File: config.mk
export PLATFORM = sky130hd
export DESIGN_NAME = refclk_tx_gate_ctrl
export DESIGN_NICKNAME = d
export VERILOG_FILES = /design/src/rtl/refclk_tx_gate_ctrl.sv
export SDC_FILE = /design/constraint.sdc
export NUM_CORES = 1
export LEC_CHECK = 0
export BUFFER_PORTS_ARGS = -buffer_cell sky130_fd_sc_hd__buf_2
export CAP_MARGIN = 5
export CORE_ASPECT_RATIO = 0.6
export CORE_UTILIZATION = 54
export CTS_CLUSTER_DIAMETER = 200
export DETAILED_ROUTE_END_ITERATION = 7
export PLACE_DENSITY = 0.83
export SYNTH_ARGS = -nofsm -noshare
export SYNTH_HDL_FRONTEND = slang
export SYNTH_SLANG_ARGS = --single-unit
File: constraint.sdc
create_clock -name clk -period 2.3 [get_ports clk]
set_clock_uncertainty 0.05 [all_clocks]
set_input_delay 0.345 -clock clk [delete_from_list [all_inputs] [get_ports clk]]
set_output_delay 0.345 -clock clk [all_outputs]
set_load 0.05 [all_outputs]
File: src/rtl/refclk_tx_gate_ctrl.sv
// Control stage for the GT reference-clock output buffer: divides the fabric clock and
// sequences the active-low buffer enable so that no runt pulse ever reaches the pads.
module refclk_tx_gate_ctrl #(
    parameter int DIV_W         = 8,
    parameter int SETTLE_CYCLES = 16,
    parameter int DRAIN_CYCLES  = 4
) (
    input  logic             clk,
    input  logic             rst,
    input  logic             en,
    input  logic [DIV_W-1:0] div,
    output logic             clk_out,
    output logic             ceb,
    output logic             active,
    output logic             busy
);

    typedef enum logic [2:0] {
        ST_OFF    = 3'd0,
        ST_SETTLE = 3'd1,
        ST_RUN    = 3'd2,
        ST_STOP   = 3'd3,
        ST_DRAIN  = 3'd4
    } state_t;

    localparam logic [15:0] SETTLE_INIT = 16'(SETTLE_CYCLES - 1);
    localparam logic [15:0] DRAIN_INIT  = 16'(DRAIN_CYCLES - 1);

    state_t             state_r, state_s;
    logic [DIV_W-1:0]   cnt_r, cnt_s;
    logic [DIV_W-1:0]   div_r, div_s;
    logic [15:0]        timer_r, timer_s;
    logic               clk_out_r, clk_out_s;
    logic               ceb_r, ceb_s;
    logic               active_r, active_s;
    logic               busy_r, busy_s;
    logic               wrap_s;

    assign clk_out = clk_out_r;
    assign ceb     = ceb_r;
    assign active  = active_r;
    assign busy    = busy_r;

    // State, counters and registered outputs.
    always_ff @(posedge clk) begin
        if (rst) begin
            state_r   <= ST_OFF;
            cnt_r     <= '0;
            div_r     <= '0;
            timer_r   <= 16'd0;
            clk_out_r <= 1'b0;
            ceb_r     <= 1'b1;
            active_r  <= 1'b0;
            busy_r    <= 1'b0;
        end else begin
            state_r   <= state_s;
            cnt_r     <= cnt_s;
            div_r     <= div_s;
            timer_r   <= timer_s;
            clk_out_r <= clk_out_s;
            ceb_r     <= ceb_s;
            active_r  <= active_s;
            busy_r    <= busy_s;
        end
    end

    // Next-state and next-output decode; outputs are computed for the state being entered.
    always_comb begin
        state_s   = state_r;
        cnt_s     = cnt_r;
        div_s     = div_r;
        timer_s   = timer_r;
        clk_out_s = 1'b0;
        ceb_s     = 1'b0;
        active_s  = 1'b0;
        busy_s    = 1'b0;
        wrap_s    = (cnt_r == div_r);

        case (state_r)
            ST_OFF: begin
                if (en) begin
                    state_s = ST_SETTLE;
                    timer_s = SETTLE_INIT;
                    busy_s  = 1'b1;
                end else begin
                    ceb_s   = 1'b1;
                end
            end
            ST_SETTLE: begin
                if (!en) begin
                    state_s = ST_DRAIN;
                    timer_s = DRAIN_INIT;
                    busy_s  = 1'b1;
                end else if (timer_r == 16'd0) begin
                    state_s   = ST_RUN;
                    clk_out_s = 1'b1;
                    div_s     = div;
                    cnt_s     = '0;
                    active_s  = 1'b1;
                end else begin
                    timer_s = timer_r - 16'd1;
                    busy_s  = 1'b1;
                end
            end
            ST_RUN: begin
                if (wrap_s) begin
                    clk_out_s = ~clk_out_r;
                    cnt_s     = '0;
                end else begin
                    clk_out_s = clk_out_r;
                    cnt_s     = cnt_r + DIV_W'(1);
                end
                if (en) begin
                    active_s = 1'b1;
                end else begin
                    state_s = ST_STOP;
                    busy_s  = 1'b1;
                end
            end
            ST_STOP: begin
                busy_s = 1'b1;
                if (!wrap_s) begin
                    clk_out_s = clk_out_r;
                    cnt_s     = cnt_r + DIV_W'(1);
                end else if (clk_out_r) begin
                    clk_out_s = 1'b0;
                    cnt_s     = '0;
                end else begin
                    // The rise that would follow the last full low phase is suppressed.
                    state_s = ST_DRAIN;
                    timer_s = DRAIN_INIT;
                    cnt_s   = '0;
                end
            end
            ST_DRAIN: begin
                if (timer_r == 16'd0) begin
                    state_s = ST_OFF;
                    ceb_s   = 1'b1;
                end else begin
                    timer_s = timer_r - 16'd1;
                    busy_s  = 1'b1;
                end
            end
            default: begin
                state_s = ST_OFF;
                cnt_s   = '0;
                timer_s = 16'd0;
                ceb_s   = 1'b1;
            end
        endcase
    end

endmodule

==> results of run 1 <==
synth_stat cells (all sizes together), types with 2 or more instances:
| cell type | number |
|---|---|
| buf | 5 |
| nor3b | 3 |
| nor2 | 17 |
| a32o | 3 |
| a22o | 4 |
| nand4 | 6 |
| nor3 | 9 |
| xor2 | 9 |
| o21ai | 10 |
| or4 | 13 |
| nor4 | 4 |
| nand2b | 3 |
| inv | 8 |
| a31oi | 2 |
| nand3 | 10 |
| o21a | 2 |
| nand2 | 12 |
| or2 | 2 |
| dfxtp | 39 |
| ha | 3 |
| or3 | 15 |
| a21oi | 25 |
| clkbuf | 8 |
| mux2i | 8 |
| o31ai | 12 |
| a21o | 2 |
| a211o | 5 |
| nand3b | 2 |
registers in the layout, indices dropped and copies added (netlist names):
name,cells
clk_out,1
cnt_r,8
timer_r,16
state_r,3
busy,1
ceb,1
active,1
div_r,8
through the flow:
step | instance area [um^2] | hold slack [ns] | setup WS, ns
after floorplan | 2180 | 0.402 | 0.0159
after global placement | 2470 | 0.418 | -0.00671
after detailed placement | 2470 | 0.434 | -0.0839
after CTS | 2550 | 0.229 | 0.0174
after global routing | 2630 | 0.229 | -0.00124
final | 2630 | 0.229 | 0.0995
worst max-delay path, delay by kind of cell, from the launching register on:
kind            cells  cell delay, ns
buf+inv             1            0.05
compound gates      1            0.12
fa+ha+maj           1            0.18
flops               1            0.33
simple gates        4            1.42
cell families (layout without fill, tap and decap cells):
| kind of cell | Yosys count | after routing |
|---|---|---|
| AND/OR/NAND/NOR | 102 | 103 |
| multiplexers | 8 | 8 |
| AO/OA/AOI/OAI | 74 | 74 |
| adder cells (fa/ha/maj) | 3 | 3 |
| flip-flops | 39 | 39 |
| buffers and inverters | 21 | 56 |
| XOR/XNOR | 10 | 10 |
layout make-up:
cell class,count,area (um^2)
Clock buffer,7,76.3
Tap cell,47,58.8
Inverter,8,30.0
Timing Repair Buffer,40,290
Fill cell,300,1130
Sequential cell,39,785
Multi-Input combinational cell,198,1390
Clock inverter,1,5.00
power groups by stage:
| stage | logic [mW] | clock network, mW | registers (mW) |
|---|---|---|---|
| after floorplan | 1.33 | 0 | 1.05 |
| after global placement | 2.05 | 0 | 0.973 |
| after detailed placement | 2.11 | 0 | 0.979 |
| after CTS | 2.15 | 0.458 | 0.965 |
| after global routing | 2.60 | 0.491 | 1.01 |
| final | 2.40 | 0.454 | 0.989 |
path summary, 6_finish.rpt:
check | from | end | slack (ns)
worst min register to register | timer_r[13]$_SDFFE_PP0P_ | timer_r[13]$_SDFFE_PP0P_ | 0.46
worst min-delay path | div[7] | div_r[7]$_SDFFE_PP0P_ | 0.23
worst max register to register | timer_r[0]$_SDFFE_PP0P_ | timer_r[11]$_SDFFE_PP0P_ | 0.1
worst max-delay path | timer_r[0]$_SDFFE_PP0P_ | timer_r[11]$_SDFFE_PP0P_ | 0.1
per-layer routing:
| layer | up-vias | part of all wire (%) | wire length, um |
|---|---|---|---|
| met5 | - | 0 | 0 |
| met4 | 0 | 0.77 | 45 |
| met3 | 5 | 11 | 634 |
| met2 | 111 | 40 | 2340 |
| met1 | 1051 | 48 | 2830 |
| li1 | 1051 | - | - |
repair_timing:
item	in CTS	in global routing
hold buffers	0	0
cloned	0	1
resized for setup	1	16
endpoints found under the hold margin	0	0
pin swaps	0	7
endpoints found under the setup margin	5	24
buffers inserted	0	1
==> results_dict.tcl, run 1 <==
set metrics [dict create \
    pwr-share-clk_pct 11.8 \
    synth_nets 271 \
    crit_type "flip-flop to flip-flop" \
    fp-row-count 17 \
    synth_cell_types 50 \
    synthXorXnorAreaFrac_pct 4.02 \
    cts_buffers 5 \
    critical_path_peak_fanout 5 \
    grt_usage_pct 29.4 \
    path_cells "inv_1 > ha_2 > nor4b_4 > and4b_4 > or4_4 > or4_4 > a21oi_2" \
    ys_async_sr_fraction_pct 0 \
    slew_viol_final 0 \
    wl_per_cell_um 17.2 \
    synth-compound-area-share_pct 23.2 \
    drt_iter0_markers 216 \
    muxShareOfSynthArea_pct 3.67 \
    fin_cells 340 \
    leakage_nw 1.12 \
    drt-pass1-iter-count 4 \
    grtUsageMet2_pct 41.8 \
    seqPwrFrac_pct 25.7 \
    endpoint_kind "flip-flop" \
    hp-class "input port to flip-flop" \
    gp_congestion 0.944 \
    max_stage_delay_ns 0.57 \
    avgSynthCellArea_um2 8.48 \
    grt-busiest-layer "met1" \
    pin_count 15 \
    synth_top_area_share_pct 35.8 \
    clockBufferDepth 2 \
    hpwl_mm 4.13 \
    clk_latency_ns 0.30 \
    required_ns 2.49 \
    synth_area_um2 2180 \
    finalCriticalPeriod_ns 2.20 \
    r2r_cells 7 \
    max_freq_mhz 454 \
    final_cell_mix "dfxtp_1 (36), buf_4 (24), a21oi_1 (22)" \
    internal-power_mw 2.10 \
    remaining_drc_errors 0 \
    initial_core_util_pct 57.9 \
    yosysWarnings 0 \
    synth_area_leaders "dfxtp_1 (36%), a21oi_1 (5.7%), or4_1 (4.5%)" \
    slew_headroom_pct 68.8 \
    grt_pass1_wl_mm 9.67 \
    coreArea_um2 3760 \
    syn_inst 257 \
    grt_overflow 0 \
    grt_max_degree 28 \
    first_global_vias 1955 \
    p_sw_mw 1.74 \
    slowest_stage "or4_4" \
    peakVddDrop_v 0.000763 \
    swShare_pct 45.3 \
    synth-simple-area-share_pct 27.7 \
    finalCritPeriodShare_pct 95.7 \
    crit_top_cell "or4_4" \
    yosysTopAreaCell "dfxtp_1" \
    finalSetupViolCount 0 \
    synth_ff_type "dfxtp_1" \
    tightest_slew_ns 0.462 \
    h-tree-depth 2 \
    use_met1_pct 44.5 \
    postRouteAntennaNets 0 \
    fin_nets 306 \
    dieWidth_um 84.0 \
    synth-adder-area-share_pct 1.72 \
    cp.arrival_ns 2.39 \
    synthToLayoutAreaGrowth_pct 20.7 \
    status "finished, final reports clean" \
    synth_edf_count 0 \
    fin_total_pwr_mw 3.84 \
    mostFrequentLayoutCell "dfxtp_1" \
    met3_usage_pct 5.82 \
    routed_via_density 6.52 \
    tns_ns 0 \
    synth_seq_area_share_pct 35.8 \
    place_inst 330 \
    hold_depth 3 \
    maxCapViolCount 0 \
    ys_seq_elements 39 \
    die-area_um2 4300 \
    drive_gt1_share_pct 25.3 \
    n_antenna_cell 0 \
    port_buffers 14 \
    power_frac_comb_pct 62.4 \
    startpoint_type "flip-flop" \
    post-route-util_pct 69.9 \
    hold_violations 0 \
    cts_tree "built" \
    die_h_um 51.2 \
    clkSinkCount 39 \
    antenna_found_initial 0 \
    vias 2218 \
    p_per_area_nw_per_um2 1460 \
    synth_top_family_by_area "simple AND/OR/NAND/NOR gates" \
    routed_wl_mm 5.86 \
    cts.reportedPaths.clkPinSlew_ns 0.08 \
    cts_root_buffer "clkbuf_8" \
]
(Power assumes the default switching activity.)
==> inputs of run 2 (changes only) <==
Clock period 2.3 ns to 1.8 ns, I/O delays scaled along.
==> run 2 against run 1 <==
Compared with the run above:
- the flow now finishes with violations (DRC, setup timing)
- sequential share of layout area shrank 6.6 points
- first-iteration DRC count grew to 3.9 times the previous value
- setup slack lost 0.60 ns
- final area grew 32%
- count of clock-buffer cells in the layout shrank 1
- highest routed layer unchanged
- sequential power grew 35%
- hold slack lost 0.059 ns
- register-to-register slack lost 0.60 ns
- die area is the same
- clock power grew 99%
- critical endpoint is now timer_r[15]$_SDFFE_PP0P_
==> results_dict.tcl, run 2 (same netlist as run 1, synthesis figures left out) <==
set metrics [dict create \
    status "complete, but fails checks" \
    violations "DRC, setup timing" \
    drt_iter0_markers 853 \
    coreArea_um2 3760 \
    holdCritStartpoint "div[7]" \
    fillers 125 \
    startpoint_type "flip-flop" \
    grt-busiest-layer "met2" \
    final_cell_mix "buf_4 (61), dfxtp_2 (20), dfxtp_1 (18)" \
    grt_pass1_wl_mm 14.2 \
    timing.rr.start "timer_r[7]$_SDFFE_PP0P_" \
    cts_root_buffer "clkbuf_8" \
    hold_violations 0 \
    hold_depth 3 \
    hp-class "input port to flip-flop" \
    slew_headroom_pct 62.9 \
    mostFrequentLayoutCell "buf_4" \
    cts.reportedPaths.clkPinSlew_ns 0.08 \
    peakVddDrop_v 0.00171 \
    grtUsageMet2_pct 61.7 \
    largestRegisters "timer_r (16), cnt_r (8), div_r (8)" \
    initial_core_util_pct 57.9 \
    clk_latency_ns 0.30 \
    crit_type "flip-flop to flip-flop" \
    fin_nets 355 \
    antenna_found_initial 0 \
    routed_wl_mm 11.4 \
    gp_congestion 0.938 \
    rsz0062_at_grt "yes" \
    synthToLayoutAreaGrowth_pct 59.8 \
    use_met1_pct 61.4 \
    die-area_um2 4300 \
    clkSinkCount 39 \
    cts_tree "built" \
    die_h_um 51.2 \
    critical_path_peak_fanout 3 \
    hold_buffers 0 \
    finalSetupViolCount 39 \
    largest_register_ff_count 16 \
    fin_total_pwr_mw 7.50 \
    finish.instance_area_um2 3480 \
    hold_path_end "div_r[7]$_SDFFE_PP0P_" \
    maxCapViolCount 0 \
    finalCritPeriodShare_pct 128 \
    r2r-end "timer_r[15]$_SDFFE_PP0P_" \
    endpoint_kind "flip-flop" \
    detailed_place.area_um2 2770 \
    grt_usage_pct 44.8 \
    pin_count 15 \
    max_freq_mhz 435 \
    drt-pass1-iter-count 8 \
    clockBufferDepth 2 \
    leakage_nw 1.45 \
    drive_gt1_share_pct 57.0 \
    hpwl_mm 4.89 \
    first_global_vias 2547 \
    r2r_cells 6 \
    p_per_area_nw_per_um2 2150 \
    remaining_drc_errors 255 \
    postRouteAntennaNets 0 \
    h-tree-depth 2 \
    cp.arrival_ns 2.47 \
    grt_overflow 0 \
    port_buffers 14 \
    slew_viol_final 0 \
    finalCriticalPeriod_ns 2.30 \
    dieWidth_um 84.0 \
    fp-row-count 17 \
    cts_buffers 5 \
    tightest_slew_ns 0.556 \
    rrSetupSlack_ns -0.50 \
    grt_max_degree 20 \
    setup_ws_ns -0.498 \
    dp_slack_ns -0.230 \
    regMostFlops "timer_r" \
    vias 3037 \
    wl_per_cell_um 29.2 \
    n_antenna_cell 0 \
    met3_usage_pct 15.0 \
    required_ns 1.98 \
    routed_via_density 7.81 \
]
## run 2: repair_timing
item,in CTS,in global routing
cloned,3,1
setup buffers,10,5
endpoints found under the setup margin,37,39
gates resized for setup,47,55
pin swaps,20,13
## run 2: worst max path at each step
stage	end	slack, ns	startpoint
floorplan	timer_r[7]$_SDFFE_PP0P_	-0.26	timer_r[0]$_SDFFE_PP0P_
global placement	timer_r[7]$_SDFFE_PP0P_	-0.19	timer_r[0]$_SDFFE_PP0P_
detailed placement	timer_r[10]$_SDFFE_PP0P_	-0.23	div_r[2]$_SDFFE_PP0P_
CTS	timer_r[7]$_SDFFE_PP0P_	-0.22	timer_r[0]$_SDFFE_PP0P_
global route	timer_r[13]$_SDFFE_PP0P_	-0.52	cnt_r[3]$_SDFFE_PP0P_
finish	timer_r[15]$_SDFFE_PP0P_	-0.50	timer_r[7]$_SDFFE_PP0P_
## run 2: final cells by class
type                    count  area (um^2)  area share, %
flip-flops and latches     39          810           23.2
repair buffers             88          711           20.4
multi-input cells         199         1740           50.0
inverters                   8         30.0          0.862
well taps                  47         58.8           1.69
clock inverters             2         60.1           1.72
clock buffers               6         72.6           2.08
## run 2: critical path, cell delays in order, from the launching register on
cell and delay [ns]:
dfxtp_2 0.36, nor4_4 0.43, buf_4 0.21, nand2_1 0.10, or3_1 0.40, or4_4 0.52
a21oi_2 0.16
## run 2: per-layer routing
metal,up-vias,routed length [um]
met1,1339,4010
met2,411,4380
li1,1140,-
met4,0,985
met3,147,1990
met5,-,0
## run 2: stage by stage
step | hold WS [ns] | TNS [ns] | util (%) | cells
2_1_floorplan | 0.364 | -1.41 | - | 257
3_3_place_gp | 0.422 | -2.65 | 73.6 | 363
3_5_place_dp | 0.440 | -4.33 | 73.6 | 363
4_1_cts | 0.157 | -4.18 | 85.9 | 384
5_1_grt | 0.172 | -12.98 | 92.5 | 389
6_report | 0.170 | -11.03 | 92.5 | 389
## run 2: where the power goes
group,internal (mW),switching (mW)
sequential,1.08,0.261
clock,0.555,0.348
combinational,2.30,2.96
==> inputs of run 3 (changes only) <==
Settings changed: ABC_CLOCK_PERIOD_IN_PS from default to 1800, PLACE_DENSITY 0.83 to default, PLACE_DENSITY_LB_ADDON from default to 0.08.
==> run 3 against run 2 <==
Compared with the run above:
- sequential power about the same
- setup slack improved by 0.14 ns
- clock power decreased by 23%
- sequential share of layout area increased by 0.67 points
- final cell count decreased by 0.51%
- core utilization decreased by 1.3 points
- flip-flop and latch count unchanged
- the flow still finishes with violations (DRC, setup timing)
- largest cell class unchanged
- register-to-register slack improved by 0.14 ns
- fmax increased by 6.7%
==> results_dict.tcl, run 3 (same netlist as run 1, synthesis figures left out) <==
set metrics [dict create \
    leakage_nw 1.46 \
    grt_usage_pct 37.5 \
    critical_path_peak_fanout 4 \
    detailed_place.area_um2 2780 \
    place_inst 362 \
    routed_via_density 7.44 \
    die-area_um2 4300 \
    grt_max_degree 23 \
    whs_ns 0.145 \
    cp.arrival_ns 2.30 \
    synthToLayoutAreaGrowth_pct 57.5 \
    peakVddDrop_v 0.00134 \
    max_stage_delay_ns 0.46 \
    clockBufferDepth 2 \
    h-tree-depth 2 \
    tightest_slew_ns 0.488 \
    die_h_um 51.2 \
    remaining_drc_errors 1 \
    n_antenna_cell 0 \
    drive_gt1_share_pct 54.1 \
    path_cells "inv_2 > ha_4 > nor4b_4 > and4b_4 > or4_4 > buf_4 > o31ai_1 > a21oi_1" \
    port_buffers 14 \
    grt_pass1_wl_mm 11.9 \
    post-route-util_pct 91.2 \
    cts_buffers 5 \
    r2r_cells 8 \
    vias 2879 \
    mostFrequentLayoutCell "buf_4" \
    initial_core_util_pct 57.9 \
    first_global_vias 2289 \
    topRoutingLayerUsed "met4" \
    max_freq_mhz 464 \
    postRouteAntennaNets 0 \
    cts_tree "built" \
    clkSinkCount 39 \
    hpwl_mm 4.56 \
    slew_viol_final 0 \
    drt-pass1-iter-count 7 \
    regMostFlops "timer_r" \
    setup_ws_ns -0.354 \
    rsz0062_at_grt "yes" \
    clk_latency_ns 0.31 \
    final_cell_mix "buf_4 (53), dfxtp_2 (20), nor2_1 (17)" \
    dieWidth_um 84.0 \
    fin_total_pwr_mw 7.39 \
    status "complete, but fails checks" \
    startpoint_type "flip-flop" \
    routed_wl_mm 10.0 \
    violations "DRC, setup timing" \
    cts.reportedPaths.clkPinSlew_ns 0.08 \
    hold_depth 3 \
    cts_root_buffer "clkbuf_8" \
    finish.instance_area_um2 3430 \
    slowest_stage "or4_4" \
    slew_headroom_pct 67.5 \
    drt_iter0_markers 434 \
    endpoint_kind "flip-flop" \
    wl_per_cell_um 25.8 \
    wl_met3_mm 1.51 \
    maxCapViolCount 0 \
    coreArea_um2 3760 \
    required_ns 1.94 \
    largest_register_ff_count 16 \
    crit_type "flip-flop to flip-flop" \
    fin_nets 353 \
    finalSetupViolCount 38 \
    finalCriticalPeriod_ns 2.15 \
    fin_cells 387 \
    hold_violations 0 \
    met2_length_mm 4.11 \
    drt-met1-wl_mm 3.71 \
    gp_congestion 0.907 \
    antenna_found_initial 0 \
    finalCritPeriodShare_pct 120 \
    largestRegisters "timer_r (16), cnt_r (8), div_r (8)" \
    fp-row-count 17 \
    hp-class "input port to flip-flop" \
    p_per_area_nw_per_um2 2150 \
    grt_overflow 0 \
    pin_count 15 \
]
## run 3: changes by cell type in the layout (fill, tap and decap cells not counted), moves of 5 or more
cell,before,now
o31ai_2,6,1
o21ai_0,7,2
buf_4,61,53
o21ai_1,1,7
xor2_1,1,6
xor2_2,8,3
## run 3: worst paths after layout
check | start | to | slack, ns
setup / recovery | timer_r[0]$_SDFFE_PP0P_ | timer_r[11]$_SDFFE_PP0P_ | -0.35
hold / removal | div[2] | div_r[2]$_SDFFE_PP0P_ | 0.15
setup reg to reg | timer_r[0]$_SDFFE_PP0P_ | timer_r[11]$_SDFFE_PP0P_ | -0.35
hold reg to reg | div_r[2]$_SDFFE_PP0P_ | div_r[2]$_SDFFE_PP0P_ | 0.48
## run 3: critical path, delay by kind of cell (launching register included)
family / cells / cell delay (ns)
compound gates: 2 / 0.45
fa+ha+maj: 1 / 0.15
buf+inv: 2 / 0.23
flops: 1 / 0.36
simple gates: 3 / 0.80
## run 3: layout make-up
cell class / instances / area [um^2]
clock buffers: 8 / 100
fillers: 138 / 332
inverters: 8 / 30.0
multi-input cells: 199 / 1700
flip-flops and latches: 39 / 821
well taps: 47 / 58.8
repair buffers: 86 / 721
## run 3: power breakdown
| part | internal (mW) | switching, mW |
|---|---|---|
| Clock | 0.350 | 0.345 |
| Sequential | 1.09 | 0.231 |
| Combinational | 2.56 | 2.81 |
| Total | 4.00 | 3.39 |
## run 3: per-stage QoR
| step | worst slack [ns] | setup TNS (ns) |
|---|---|---|
| floorplan | -0.263 | -1.41 |
| global placement | -0.186 | -2.21 |
| detailed placement | -0.211 | -2.81 |
| CTS | -0.175 | -1.64 |
| global route | -0.383 | -7.13 |
| finish | -0.354 | -5.57 |
## run 3: timing repair
action	CTS	global route
pin swaps	15	29
cloned	2	2
endpoints found under the setup margin	33	39
hold buffers	0	0
buffers inserted	9	7
endpoints found under the hold margin	0	0
gates resized for setup	40	68
## run 3: routing by layer
metal	track usage, %	vias to the layer above
met5	0	-
met2	54.4	280
met1	52.3	1348
met4	13.2	0
met3	12.0	104
li1	-	1147
